File: config.mk
export PLATFORM = sky130hd
export DESIGN_NAME = ov_stream_gen
export DESIGN_NICKNAME = d
export VERILOG_FILES = /design/src/rtl/ov_stream_gen_pkg.sv /design/src/rtl/ov_stream_gen_pixel.sv /design/src/rtl/ov_stream_gen.sv
export SDC_FILE = /design/constraint.sdc
export NUM_CORES = 1
export LEC_CHECK = 0
export CELL_PAD_IN_SITES_DETAIL_PLACEMENT = 1
export CELL_PAD_IN_SITES_GLOBAL_PLACEMENT = 2
export CORE_ASPECT_RATIO = 1.5
export CORE_MARGIN = 8
export CORE_UTILIZATION = 36
export CTS_CLUSTER_SIZE = 25
export DETAILED_ROUTE_END_ITERATION = 7
export GPL_TIMING_DRIVEN = 1
export PLACE_DENSITY = 0.76
export SYNTH_ARGS = -nofsm -noshare
export SYNTH_HDL_FRONTEND = slang
export SYNTH_SLANG_ARGS = --single-unit
File: constraint.sdc
create_clock -name clk -period 6.84 [get_ports clk]
set_clock_uncertainty 0.2 [all_clocks]
set_input_delay 2.052 -clock clk [delete_from_list [all_inputs] [get_ports clk]]
set_output_delay 2.052 -clock clk [all_outputs]
set_load 0.005 [all_outputs]
File: src/rtl/ov_stream_gen_pkg.sv
`default_nettype none
// ============================================================================
//  Module   : ov_stream_gen_pkg
//  Purpose  : Shared camera definitions for the OV7670-style stream source:
//             default VGA timing, FSM state encodings, pattern selectors and
//             the background / skin / colour-bar YUV constants.
//  Revision : 1.0 - initial release
// ============================================================================
package ov_stream_gen_pkg;

    // Sensor geometry and default line/frame timing (in lines / pclk cycles)
    localparam int c_CAM_WIDTH  = 640;
    localparam int c_CAM_HEIGHT = 480;
    localparam int c_H_TOTAL    = 1568;
    localparam int c_V_SYNC     = 3;
    localparam int c_V_BACK     = 17;
    localparam int c_V_FRONT    = 10;

    // Frame FSM encoding
    localparam int         c_ST_W      = 3;
    localparam logic [2:0] c_ST_IDLE   = 3'd0;
    localparam logic [2:0] c_ST_VSYNC  = 3'd1;
    localparam logic [2:0] c_ST_VBACK  = 3'd2;
    localparam logic [2:0] c_ST_ACTIVE = 3'd3;
    localparam logic [2:0] c_ST_VFRONT = 3'd4;

    // Pattern selectors (value 0 is the flat background)
    localparam logic [1:0] c_PAT_BARS  = 2'd1;
    localparam logic [1:0] c_PAT_BLOB  = 2'd2;
    localparam logic [1:0] c_PAT_BOTH  = 2'd3;

    typedef struct packed {
        logic [7:0] y;
        logic [7:0] u;
        logic [7:0] v;
    } yuv_t;

    localparam yuv_t c_YUV_BG   = '{y: 8'h20, u: 8'h80, v: 8'h80};
    localparam yuv_t c_YUV_SKIN = '{y: 8'h80, u: 8'h70, v: 8'hA0};

    // Eight vertical bars, left to right: white, yellow, cyan, green,
    // magenta, red, blue, black
    function automatic yuv_t bar_yuv(input logic [2:0] idx);
        yuv_t r;
        case (idx)
            3'd0:    r = '{y: 8'hEB, u: 8'h80, v: 8'h80};
            3'd1:    r = '{y: 8'hD2, u: 8'h10, v: 8'h92};
            3'd2:    r = '{y: 8'hAA, u: 8'hA6, v: 8'h10};
            3'd3:    r = '{y: 8'h91, u: 8'h36, v: 8'h22};
            3'd4:    r = '{y: 8'h6A, u: 8'hCA, v: 8'hDE};
            3'd5:    r = '{y: 8'h51, u: 8'h5A, v: 8'hF0};
            3'd6:    r = '{y: 8'h29, u: 8'hF0, v: 8'h6E};
            default: r = '{y: 8'h10, u: 8'h80, v: 8'h80};
        endcase
        return r;
    endfunction

endpackage
`default_nettype wire

File: src/rtl/ov_stream_gen_pixel.sv
`default_nettype none
// ============================================================================
//  Module   : ov_stream_gen_pixel
//  Purpose  : Combinational test-image generator. Maps a pixel coordinate and
//             the frame's latched pattern / blob settings to a YUV colour.
//  Revision : 1.0 - initial release
// ============================================================================
module ov_stream_gen_pixel
    import ov_stream_gen_pkg::*;
#(
    parameter int H_ACTIVE = c_CAM_WIDTH
) (
    input  logic [9:0] x,
    input  logic [8:0] y,
    input  logic [1:0] pattern,
    input  logic [9:0] blob_x,
    input  logic [8:0] blob_y,
    input  logic [9:0] blob_w,
    input  logic [8:0] blob_h,
    output yuv_t       pix
);

    localparam int unsigned c_BAR_W = H_ACTIVE / 8;

    logic [10:0] w_x_end;
    logic [10:0] w_y_end;
    logic        w_hit;
    logic        w_bars_on;
    logic        w_blob_on;
    logic [2:0]  w_bar_idx;

    // 11-bit end coordinates so a blob running past the edge never wraps
    assign w_x_end   = {1'b0, blob_x} + {1'b0, blob_w};
    assign w_y_end   = {2'b00, blob_y} + {2'b00, blob_h};
    assign w_hit     = (x >= blob_x) && ({1'b0, x} < w_x_end) &&
                       (y >= blob_y) && ({2'b00, y} < w_y_end);
    assign w_bars_on = (pattern == c_PAT_BARS) || (pattern == c_PAT_BOTH);
    assign w_blob_on = (pattern == c_PAT_BLOB) || (pattern == c_PAT_BOTH);
    assign w_bar_idx = 3'(32'(x) / c_BAR_W);

    // Background, optionally overlaid with bars, with the blob on top
    always_comb begin
        pix = c_YUV_BG;
        if (w_bars_on) begin
            pix = bar_yuv(w_bar_idx);
        end
        if (w_blob_on && w_hit) begin
            pix = c_YUV_SKIN;
        end
    end

endmodule
`default_nettype wire

File: src/rtl/ov_stream_gen.sv
`default_nettype none
// ============================================================================
//  Module   : ov_stream_gen
//  Purpose  : OV7670-style YUV422 pixel stream source. Generates ov_pclk
//             (clk/2), vsync, href and the byte stream for selectable test
//             images, standing in for the physical camera.
//  Revision : 1.0 - initial release
// ============================================================================
module ov_stream_gen
    import ov_stream_gen_pkg::*;
#(
    parameter int H_ACTIVE = c_CAM_WIDTH,
    parameter int H_TOTAL  = c_H_TOTAL,
    parameter int V_SYNC   = c_V_SYNC,
    parameter int V_BACK   = c_V_BACK,
    parameter int V_ACTIVE = c_CAM_HEIGHT,
    parameter int V_FRONT  = c_V_FRONT
) (
    input  logic        clk,
    input  logic        rst,
    input  logic        enable,
    input  logic [1:0]  pattern_sel,
    input  logic [9:0]  blob_x,
    input  logic [8:0]  blob_y,
    input  logic [9:0]  blob_w,
    input  logic [8:0]  blob_h,
    output logic        ov_pclk,
    output logic        ov_vs,
    output logic        ov_hs,
    output logic [7:0]  cam_data,
    output logic        busy,
    output logic [15:0] frame_cnt
);

    localparam int c_BW = $clog2(H_TOTAL);

    logic              r_pclk;
    logic [c_ST_W-1:0] r_state;
    logic [c_ST_W-1:0] w_state_nxt;
    logic [c_BW-1:0]   r_byte;
    logic [c_BW-1:0]   w_byte_nxt;
    logic [8:0]        r_line;
    logic [8:0]        w_line_nxt;
    logic              w_tick;
    logic              w_pclk_run;
    logic              w_line_end;
    logic              w_phase_last;
    logic              w_phase_end;
    logic              w_frame_start;
    logic              w_frame_done;
    logic [1:0]        r_pat;
    logic [9:0]        r_blob_x;
    logic [8:0]        r_blob_y;
    logic [9:0]        r_blob_w;
    logic [8:0]        r_blob_h;
    logic [9:0]        w_px_x;
    yuv_t              w_pix;
    logic              w_vs_nxt;
    logic              w_hs_nxt;
    logic [7:0]        w_data_nxt;
    logic              r_vs;
    logic              r_hs;
    logic [7:0]        r_data;
    logic [15:0]       r_frame_cnt;

    // Stream state advances on the clk edge where pclk falls (pclk high now);
    // pclk only runs while a frame is active or requested, and always
    // completes a high phase
    assign w_tick     = r_pclk;
    assign w_pclk_run = (r_state != c_ST_IDLE) || enable || r_pclk;

    assign w_line_end  = (r_byte == c_BW'(H_TOTAL - 1));
    assign w_phase_end = w_line_end && w_phase_last;

    // Pixel clock divider
    always_ff @(posedge clk or posedge rst) begin
        if (rst) begin
            r_pclk <= 1'b0;
        end else if (w_pclk_run) begin
            r_pclk <= ~r_pclk;
        end
    end

    // Last line of the current vertical phase
    always_comb begin
        w_phase_last = 1'b0;
        case (r_state)
            c_ST_VSYNC:  w_phase_last = (r_line == 9'(V_SYNC - 1));
            c_ST_VBACK:  w_phase_last = (r_line == 9'(V_BACK - 1));
            c_ST_ACTIVE: w_phase_last = (r_line == 9'(V_ACTIVE - 1));
            c_ST_VFRONT: w_phase_last = (r_line == 9'(V_FRONT - 1));
            default:     w_phase_last = 1'b0;
        endcase
    end

    // Next-state logic for the frame FSM
    always_comb begin
        w_state_nxt = r_state;
        if (w_tick) begin
            case (r_state)
                c_ST_IDLE:   if (enable)      w_state_nxt = c_ST_VSYNC;
                c_ST_VSYNC:  if (w_phase_end) w_state_nxt = c_ST_VBACK;
                c_ST_VBACK:  if (w_phase_end) w_state_nxt = c_ST_ACTIVE;
                c_ST_ACTIVE: if (w_phase_end) w_state_nxt = c_ST_VFRONT;
                c_ST_VFRONT: if (w_phase_end) w_state_nxt = enable ? c_ST_VSYNC : c_ST_IDLE;
                default:                      w_state_nxt = c_ST_IDLE;
            endcase
        end
    end

    // Next byte / line counters; both stay at zero while idle
    always_comb begin
        w_byte_nxt = r_byte;
        w_line_nxt = r_line;
        if (w_tick && (r_state != c_ST_IDLE)) begin
            if (w_line_end) begin
                w_byte_nxt = '0;
                w_line_nxt = w_phase_last ? 9'd0 : r_line + 9'd1;
            end else begin
                w_byte_nxt = r_byte + c_BW'(1);
            end
        end
    end

    assign w_frame_start = w_tick && (w_state_nxt == c_ST_VSYNC) && (r_state != c_ST_VSYNC);
    assign w_frame_done  = w_tick && (r_state == c_ST_VFRONT) && w_phase_end;

    // State and counter registers
    always_ff @(posedge clk or posedge rst) begin
        if (rst) begin
            r_state <= c_ST_IDLE;
            r_byte  <= '0;
            r_line  <= '0;
        end else begin
            r_state <= w_state_nxt;
            r_byte  <= w_byte_nxt;
            r_line  <= w_line_nxt;
        end
    end

    // Image settings are captured once per frame so a frame never tears
    always_ff @(posedge clk or posedge rst) begin
        if (rst) begin
            r_pat    <= '0;
            r_blob_x <= '0;
            r_blob_y <= '0;
            r_blob_w <= '0;
            r_blob_h <= '0;
        end else if (w_frame_start) begin
            r_pat    <= pattern_sel;
            r_blob_x <= blob_x;
            r_blob_y <= blob_y;
            r_blob_w <= blob_w;
            r_blob_h <= blob_h;
        end
    end

    // Completed-frame counter, wraps naturally at 16 bits
    always_ff @(posedge clk or posedge rst) begin
        if (rst) begin
            r_frame_cnt <= '0;
        end else if (w_frame_done) begin
            r_frame_cnt <= r_frame_cnt + 16'd1;
        end
    end

    // U and V bytes (b[1:0] = 0, 2) take the even pixel of the pair
    assign w_px_x = 10'({w_byte_nxt[c_BW-1:2], w_byte_nxt[1] & w_byte_nxt[0]});

    ov_stream_gen_pixel #(
        .H_ACTIVE (H_ACTIVE)
    ) u_pixel (
        .x       (w_px_x),
        .y       (w_line_nxt),
        .pattern (r_pat),
        .blob_x  (r_blob_x),
        .blob_y  (r_blob_y),
        .blob_w  (r_blob_w),
        .blob_h  (r_blob_h),
        .pix     (w_pix)
    );

    // Output decode from the upcoming state so the registers line up with it
    always_comb begin
        w_vs_nxt   = (w_state_nxt == c_ST_VSYNC);
        w_hs_nxt   = (w_state_nxt == c_ST_ACTIVE) && (w_byte_nxt < c_BW'(2 * H_ACTIVE));
        w_data_nxt = 8'h00;
        if (w_hs_nxt) begin
            case (w_byte_nxt[1:0])
                2'd0:    w_data_nxt = w_pix.u;
                2'd2:    w_data_nxt = w_pix.v;
                default: w_data_nxt = w_pix.y;
            endcase
        end
        busy = (r_state != c_ST_IDLE);
    end

    // Stream output registers, updated only on pclk falling edges
    always_ff @(posedge clk or posedge rst) begin
        if (rst) begin
            r_vs   <= 1'b0;
            r_hs   <= 1'b0;
            r_data <= 8'h00;
        end else if (w_tick) begin
            r_vs   <= w_vs_nxt;
            r_hs   <= w_hs_nxt;
            r_data <= w_data_nxt;
        end
    end

    assign ov_pclk   = r_pclk;
    assign ov_vs     = r_vs;
    assign ov_hs     = r_hs;
    assign cam_data  = r_data;
    assign frame_cnt = r_frame_cnt;

endmodule
`default_nettype wire

==> results of run 1 <==
[cell type report]
| cell class | instances | area (um2) | area share |
|---|---|---|---|
| multi-input combinational | 522 | 3960 | 0.512 |
| clock buffer | 9 | 225 | 0.0291 |
| sequential | 90 | 2250 | 0.291 |
| clock inverter | 6 | 90.1 | 0.0117 |
| timing repair buffer | 75 | 738 | 0.0955 |
| tap | 217 | 272 | 0.0351 |
| inverter | 51 | 193 | 0.0249 |
[final timing paths]
path / start / to / slack [ns] / depth (start not counted)
worst max-delay path: r_byte[6] / cam_data[4] / 1.34 / 18
worst min-delay path: frame_cnt[15] / frame_cnt[15] / 0.28 / 1
worst max register to register: r_byte[6] / cam_data[4] / 1.34 / 18
worst min register to register: frame_cnt[15] / frame_cnt[15] / 0.28 / 1
max in group asynchronous: rst / r_blob_w[7] / 3.37 / 3
min in group asynchronous: rst / frame_cnt[13] / 2.00 / 2
[report_power, final]
part           internal, W  total, W  switching, W
clock network     0.000321  0.000547      0.000226
logic             0.000738   0.00160      0.000865
registers         0.000681  0.000825      0.000144
[metrics by stage]
stage,utilization,worst slack (ns)
2_1_floorplan,-,2.01
3_3_place_gp,0.417,1.59
3_5_place_dp,0.417,1.41
4_1_cts,0.434,1.38
5_1_grt,0.434,0.935
6_report,0.434,1.34
[registers in the layout, indices dropped and copies added, names as in the netlist]
| name | cells |
|---|---|
| r_pat | 2 |
| r_byte | 11 |
| ov_pclk | 1 |
| r_blob_x | 10 |
| cam_data | 8 |
| r_line | 9 |
| r_blob_w | 10 |
| frame_cnt | 16 |
| ov_hs | 1 |
| r_blob_h | 9 |
| r_blob_y | 9 |
| ov_vs | 1 |
| r_state | 3 |
[routing by layer]
metal / wire [um] / global-route usage
met1: 7450 / 0.178
met2: 10200 / 0.325
met3: 614 / 0.0293
met4: 372 / 0.0597
met5: 0 / 0
[cell families (layout without fill, tap and decap cells)]
family	Yosys count	count (layout)	synth area share
flip-flops	90	90	0.347
AND/OR/NAND/NOR	208	208	0.171
AO/OA/AOI/OAI	160	160	0.171
multiplexers	46	46	0.0790
XOR/XNOR	42	42	0.0578
buffers and inverters	70	141	0.0443
adder cells (fa/ha/maj)	66	66	0.130
[placed cells by master (no fill, tap or decap), types with 9 or more instances in the layout]
cell type        count
mux2_2              42
dfrtp_1             90
a211oi_1             9
nand4_1             16
clkbuf_16            9
nor3_1              19
xor2_1              19
and3_1              10
nor2_1              46
a21oi_1             38
nand3_1             16
a21o_1              13
xnor2_1             22
nand2_1             37
o21ai_0             30
nand2b_1            11
ha_1                61
inv_1               46
clkdlybuf4s50_1     70
==> run summary, run 1 <==
Post-CTS Setup Inserts = 0
WL/cell = 19.2 um
Unrepaired setup endpoints after global routing = false
EDFF count, synth = 0
Fin. max-slew vios = 0
TNS Setup = 0 ns
Largest net degree at the start of global routing = 50
Leakage Power = 3.43 nW
Final hold slack = 0.276 ns
Root Buffer = clkbuf_16
Clock transition at the registers of the reported paths = 0.07 ns
Die H = 180 um
CP max-delay cell = or4_4
Antenna viol nets, final = 0
Num Clock Sinks = 90
CP required = 6.85 ns
Cell count after synthesis = 682
Rel. slew slack = 0.200
Top Ports = 71
Initial Util = 0.365
Post-CTS sizing = 0
Fin. Hold Viols = 0
Final Cell Area = 7730 um2
DR vias = 5476
Fillcell total = 2079
Synth warnings = 0
First-pass GRT wire length = 31000 um
Drt pass-1 iters = 4
Cts hold-fix bufs = 0
DP Wirelength = 14700 um
Pwr Density = 385 nW/um2
Max VDD drop = 0.183 mV
CTS tree = yes
Crit Path Max Fanout = 8
Fmax = 182 MHz
Post-route DRC = 0
Most frequent cell after synthesis = dfrtp_1
Vias in the first global route = 6162
Top-area cell type share of the netlist area = 0.347
Fin crit share = 0.804
Buffers on Ports = 70
Remaining global-route overflow = 0
Core Rows = 60
Core area = 17800 um2
Antenna violations before repair = 0
Register area share after synthesis = 0.347
Max Cap Violations = 0
Die W = 126 um
Synth Flop Type = dfrtp_1
Synth area leaders = dfrtp_1 (35%), ha_1 (12%), mux2_2 (7.3%)
Max incr delay on CP = 0.58 ns
Syn Nets = 789
Worst Path Arrival = 5.52 ns
Avg Synthesized Cell Area = 9.52 um2
Cts bufs inserted = 9
Minimum clock period = 5.50 ns
Worst-Skew Late Latency = 0.35 ns
Overall power = 0.00297 W
CP Launch Type = flop
GP Congestion = 0.877
NumNets Final = 856
DR vias/cell = 5.65
Mapped cell area = 6490 um2
Async set or reset register ratio after synthesis = 1.00
Antenna Cells = 0
#FFs+latches synth = 90
Synth cell types = 79
WP buf/inv = 0
Post-synth top cells = dfrtp_1 (90), ha_1 (61), inv_1 (47), nor2_1 (47), mux2_2 (42)
DP Area = 7410 um2
Crit end category = flop
Tightest Pin Transition = 1.20 ns
DP Cell Count = 955
Total wire length = 18600 um
GRT Total Usage = 0.169
Worst Hold Class = flop to flop
Finished Layout Cells = 970
H-tree Lvls = 3
Synth-to-layout area growth = 19.1%
Setup Crit Path Kind = flop to flop
Family with the most delay on the worst path = simple AND/OR/NAND/NOR gates
Synth area leader = dfrtp_1
Deepest clock path buffer count = 2
Outcome = finished clean
Share of cells above drive strength 1 = 0.112
DRT iter0 DRCs = 220
# setup viols final = 0
CP cell instances = or4_4 > or3_1 > nor2_1 > and3_1 > nand2_1 > xor2_1 > nor2_1 > ha_1 > a21oi_1 > o22ai_1 > nor4_1 > nand3b_1 > a211oi_1 > o211ai_1 > or2_0 > a311o_1 > a2111oi_0 > a211oi_1
DIE AREA = 22700 um2
Power figures use the tool's default switching activity.
==> run 2: changes to the inputs <==
- CORE_UTILIZATION: 36 -> 33
- PLACE_DENSITY: 0.76 -> 0.74
- clock period: 6.84 -> 4.8 ns (I/O delays scaled with it)
==> run summary, run 2 (synthesized netlist as in run 1, its figures left out) <==
Worst Path Arrival = 4.82 ns (-0.70 ns)
Core area = 19500 um2 (+9.9%)
Antenna violations before repair = 0 (unchanged)
Multi-input gate area = 4170 um2 (+5.3%)
DIE AREA = 24500 um2 (+8.1%)
DP Cell Count = 1064 (+11%)
Num Clock Sinks = 90 (unchanged)
Fin crit share = 0.990 (+0.185)
CP Launch Type = flop
Synth-to-layout area growth = 31.7%
Hold path endpoint = frame_cnt[15]
Most frequent cells in the layout = dfrtp_1 (90), buf_4 (76), clkdlybuf4s50_1 (70)
First-pass GRT wire length = 32800 um (+5.6%)
Pwr Density = 524 nW/um2 (+36%)
Crit Path Max Fanout = 4 (-4)
DP Wirelength = 16300 um (+11%)
Reg2Reg Depth = 21 (+3)
Cts bufs inserted = 9 (unchanged)
Worst r2r src = r_byte[8]
Finished Layout Cells = 1087 (+12%)
Max incr delay on CP = 0.56 ns (-0.02 ns)
DR vias/cell = 5.32 (-5.8%)
Minimum clock period = 4.75 ns (-0.751 ns)
Fin. Hold Viols = 0 (unchanged)
Vias in the first global route = 6626 (+7.5%)
Final hold slack = 0.284 ns (+0.00834 ns)
Worst hold path depth = 1 (unchanged)
Total wire length = 20400 um (+9.5%)
Overall power = 0.00448 W (+51%)
Rel. slew slack = 0.570 (+0.369)
Antenna viol nets, final = 0 (unchanged)
DP Area = 7980 um2 (+7.6%)
CP max-delay cell = or4_4
GRT Total Usage = 0.170 (+0.000656)
Worst Setup SP = r_byte[8]
Fin. max-slew vios = 0 (unchanged)
Initial Util = 0.332 (-0.0328)
Outcome = finished clean
Core Rows = 63 (+5.0%)
Setup Crit Path Kind = flop to flop
Sequential cell area = 2250 um2 (unchanged)
Largest register FFs = 16 (unchanged)
DRT iter0 DRCs = 181 (-18%)
Root Buffer = clkbuf_16
Fmax = 210 MHz (+16%)
Fillcell total = 2292 (+10%)
Drt pass-1 iters = 4 (unchanged)
Die H = 188 um (+4.1%)
Top Ports = 71 (unchanged)
CP cell instances = or4_4 > or3_4 > nor2_4 > and3_4 > nand2_1 > xor2_1 > nor2_1 > ha_1 > a21oi_2 > o22ai_2 > nor4_2 > buf_4 > o21ai_1 > o211ai_1 > o211ai_1 > or2_4 > buf_6 > buf_4 > nor3_4 > a211oi_2 > a211oi_2
Deepest clock path buffer count = 2 (unchanged)
Antenna Cells = 0 (unchanged)
H-tree Lvls = 3 (unchanged)
Worst-Skew Late Latency = 0.36 ns (about the same)
Post-route DRC = 0 (unchanged)
WL/cell = 18.8 um (-2.3%)
Max Cap Violations = 0 (unchanged)
Share of cells above drive strength 1 = 0.235 (+0.123)
Final Cell Area = 8550 um2 (+11%)
Most common cell after layout, fill and taps aside = dfrtp_1
Remaining global-route overflow = 0 (unchanged)
Clock transition at the registers of the reported paths = 0.07 ns (about the same)
CTS tree = yes
DR vias = 5782 (+5.6%)
NumNets Final = 929 (+8.5%)
Max VDD drop = 0.234 mV (+28%)
Worst Hold Class = flop to flop
Largest net degree at the start of global routing = 60 (+20%)
GP Congestion = 0.936 (+6.8%)
CP required = 4.87 ns (-1.98 ns)
Reg2reg end = cam_data[4]
Die W = 131 um (+3.9%)
Crit end category = flop
Buffers on Ports = 70 (unchanged)
# setup viols final = 0 (unchanged)
Tightest Pin Transition = 0.644 ns (-0.552 ns)
Flop2flop setup slack = 0.05 ns (-1.29 ns)
Leakage Power = 3.84 nW (+12%)
TNS Setup = 0 ns (unchanged)
Hold_sp = frame_cnt[15]
-- run 2: cell types whose count changed in the layout (fill, tap and decap cells not counted), sizes merged --
cell,change
inv,-2
clkinvlp,-1
clkbuf,+6
bufinv,-2
buf,+73
-- run 2: how the worst max path moves through the flow --
stage / end / slack (ns) / depth (start not counted)
6_report: cam_data[4] / 0.05 / 21
5_1_grt: cam_data[1] / -0.10 / 23
4_1_cts: cam_data[7] / 0.01 / 22
3_5_place_dp: cam_data[7] / -0.13 / 22
3_3_place_gp: cam_data[7] / -0.05 / 22
2_1_floorplan: cam_data[4] / 0.01 / 21
-- run 2: final cells by class --
| cell class | count | share of cell area |
|---|---|---|
| flip-flops and latches | 90 | 0.264 |
| well taps | 260 | 0.0381 |
| multi-input cells | 522 | 0.488 |
| clock inverters | 1 | 0.000586 |
| repair buffers | 148 | 0.152 |
| clock buffers | 15 | 0.0348 |
| inverters | 51 | 0.0225 |
-- run 2: worst max-delay path: cells and delay by family (launching register included) --
| kind | cells | cell delay, ns |
|---|---|---|
| AO/OA/AOI/OAI | 7 | 0.87 |
| XOR/XNOR | 1 | 0.14 |
| adder cells (fa/ha/maj) | 1 | 0.29 |
| buffers and inverters | 3 | 0.40 |
| flip-flops | 1 | 0.38 |
| AND/OR/NAND/NOR | 9 | 2.39 |
-- run 2: per-layer routing --
metal  GRT usage  up-vias  wire length, um
met5           0        -                0
met4      0.0763        0              590
met3      0.0333       36              593
met2       0.316       90            11300
met1       0.175     2879             7870
li1            -     2777                -
-- run 2: metrics by stage --
| step | utilization | worst slack (ns) |
|---|---|---|
| finish | 0.437 | 0.0490 |
| CTS | 0.425 | 0.0103 |
| detailed placement | 0.408 | -0.133 |
| global route | 0.437 | -0.100 |
| global placement | 0.408 | -0.0525 |
| floorplan | - | 0.0145 |
-- run 2: repair_timing --
action                                 CTS  global route
setup buffers                            1             6
cloned                                   0             0
setup endpoints to repair                4             8
endpoints found under the hold margin    0             0
hold buffers                             0             0
pin swaps                                1            23
resized for setup                        7            47
-- run 2: where the power goes --
part,switching [W],internal (W)
sequential,0.000178,0.000972
combinational,0.00139,0.00121
clock,0.000308,0.000422
total,0.00188,0.00260
==> run 3: changes to the inputs <==
- CORE_MARGIN: 8 -> 4
==> run summary, run 3 (synthesized netlist as in run 1, its figures left out) <==
Fillcell total = 2246 (-2.0%)
Met2 GRT Util = 0.348 (+0.0315)
First-pass GRT wire length = 32800 um (+0.10%)
Worst hold path depth = 2 (+1)
CP Launch Type = flop
Fin. max-slew vios = 0 (unchanged)
Flop2flop setup slack = 0.08 ns (+0.03 ns)
DIE AREA = 22000 um2 (-10%)
Vias in the first global route = 6516 (-1.7%)
Max VDD drop = 0.225 mV (-3.9%)
CP required = 4.83 ns (-0.04 ns)
Share of cells above drive strength 1 = 0.251 (+0.0160)
GP Congestion = 0.894 (-4.5%)
Sequential cell area = 2260 um2 (+0.17%)
Unrepaired setup endpoints after global routing = true
Most used routing layer = met2
Fin. Hold Viols = 0 (unchanged)
Cts hold-fix bufs = 0 (unchanged)
Crit Path Max Fanout = 4 (unchanged)
Largest net degree at the start of global routing = 37 (-38%)
Hold path endpoint = cam_data[7]
Minimum clock period = 4.72 ns (-0.0302 ns)
Drt pass-1 iters = 4 (unchanged)
Antenna Cells = 0 (unchanged)
Top Ports = 71 (unchanged)
Remaining global-route overflow = 0 (unchanged)
Pwr Density = 528 nW/um2 (+0.58%)
Antenna viol nets, final = 0 (unchanged)
DR vias/cell = 5.35 (+0.49%)
Tightest Pin Transition = 0.655 ns (+0.0106 ns)
Place WS = -0.216 ns (-0.0825 ns)
Setup Crit Path Kind = flop to flop
Post-route DRC = 0 (unchanged)
Crit end category = flop
CTS tree = yes
# setup viols final = 0 (unchanged)
Leakage Power = 3.83 nW (-0.38%)
GR met1 Demand/Resource = 0.199 (+0.0244)
Initial Util = 0.337 (+0.00536)
Clock transition at the registers of the reported paths = 0.07 ns (about the same)
Rel. slew slack = 0.563 (-0.00707)
Die H = 180 um (-4.3%)
Multi-input gate area = 4240 um2 (+1.7%)
H-tree Lvls = 3 (unchanged)
WL/cell = 18.5 um (-1.5%)
DRT iter0 DRCs = 205 (+13%)
Synth-to-layout area growth = 32.4%
Antenna violations before repair = 0 (unchanged)
Most frequent cells in the layout = dfrtp_1 (87), buf_4 (82), clkdlybuf4s50_1 (70)
Core Rows = 62 (-1.6%)
Worst Path Arrival = 4.75 ns (-0.07 ns)
Worst r2r src = r_byte[8]
Fmax = 212 MHz (+0.64%)
Most common cell after layout, fill and taps aside = dfrtp_1
Fin crit share = 0.984 (-0.00629)
Largest register FFs = 16 (unchanged)
Deepest clock path buffer count = 2 (unchanged)
Hold_sp = cam_data[7]
Worst-Skew Late Latency = 0.36 ns (about the same)
Setup WS post-layout = 0.0792 ns (+0.0302 ns)
Die W = 123 um (-6.1%)
Max Cap Violations = 0 (unchanged)
Root Buffer = clkbuf_16
NumNets Final = 933 (+0.43%)
Outcome = finished clean
DR vias = 5805 (+0.40%)
Reg2reg end = cam_data[4]
Buffers on Ports = 70 (unchanged)
GRT Total Usage = 0.186 (+0.0167)
Reg2Reg Depth = 19 (-9.5%)
GRT met3 Usage = 0.0349 (+0.00164)
Core area = 19200 um2 (-1.6%)
Num Clock Sinks = 90 (unchanged)
Total wire length = 20100 um (-1.6%)
Final hold slack = 0.294 ns (+0.00967 ns)
DP Wirelength = 16000 um (-2.0%)
Worst Hold Class = flop to flop
Cts bufs inserted = 9 (unchanged)
==> run 3: changes by cell type in the layout (fill, tap and decap cells not counted), moves of 3 or more <==
cell	change
nor2_1	-7
nor2_2	+7
buf_4	+6
clkbuf_8	-3
dfrtp_1	-3
dfrtp_2	+3
ha_1	-3
==> run 3: repair_timing <==
action                     in CTS  in global routing
buffers inserted                0                 10
resized for setup              14                 50
gates cloned                    0                  0
pin swaps                       2                 25
setup endpoints to repair       6                  8
==> run 3: how the worst max path moves through the flow <==
stage / depth (start not counted) / to / start / slack, ns
after CTS: 22 / cam_data[7] / r_byte[0] / 0.02
after floorplan: 21 / cam_data[4] / r_byte[6] / 0.01
after global routing: 19 / cam_data[4] / r_byte[8] / -0.19
after global placement: 22 / cam_data[7] / r_byte[0] / -0.10
after detailed placement: 22 / cam_data[7] / r_byte[0] / -0.22
final: 19 / cam_data[4] / r_byte[8] / 0.08
==> run 3: final cells by class <==
| type | count | share of cell area |
|---|---|---|
| Inverter | 51 | 0.0224 |
| Timing Repair Buffer | 152 | 0.153 |
| Tap cell | 256 | 0.0373 |
| Clock inverter | 3 | 0.00175 |
| Clock buffer | 12 | 0.0298 |
| Sequential cell | 90 | 0.262 |
| Multi-Input combinational cell | 522 | 0.493 |
==> run 3: per-layer routing <==
layer,up-vias,part of all wire,routed length [um]
met5,-,0,0
met4,0,0.031,615
met3,41,0.035,709
met2,105,0.56,11100
met1,2887,0.38,7590
li1,2772,-,-
==> run 3: worst max-delay path: stages, from the launching register on <==
cell and delay, ns:
dfrtp_1 0.38, or4_4 0.55, or3_4 0.44, nor2_4 0.10, buf_4 0.13, and4_4 0.23, xnor2_1 0.07, nor2_2 0.20
ha_4 0.24, nand3_2 0.09, o22ai_2 0.09, nor4_2 0.36, buf_4 0.17, o21ai_1 0.06, o211ai_1 0.09, o211ai_1 0.17
or2_4 0.31, a311o_1 0.32, a2111oi_4 0.35, a211oi_2 0.06
==> run 3: through the flow <==
stage	utilization	total power, W	cells	cell area (um2)	TNS (ns)
global route	0.447	0.00495	1086	8600	-0.391
detailed placement	0.414	0.00366	1061	7970	-0.557
floorplan	-	0.00286	682	6490	0
finish	0.447	0.00454	1086	8600	0
CTS	0.431	0.00440	1076	8290	0
global placement	0.414	0.00355	1061	7970	-0.102
==> run 3: where the power goes <==
| group | internal [W] | total (W) | switching [W] |
|---|---|---|---|
| registers | 0.000973 | 0.00115 | 0.000181 |
| clock network | 0.000374 | 0.000680 | 0.000305 |
| logic | 0.00126 | 0.00270 | 0.00145 |
| total | 0.00260 | 0.00454 | 0.00193 |
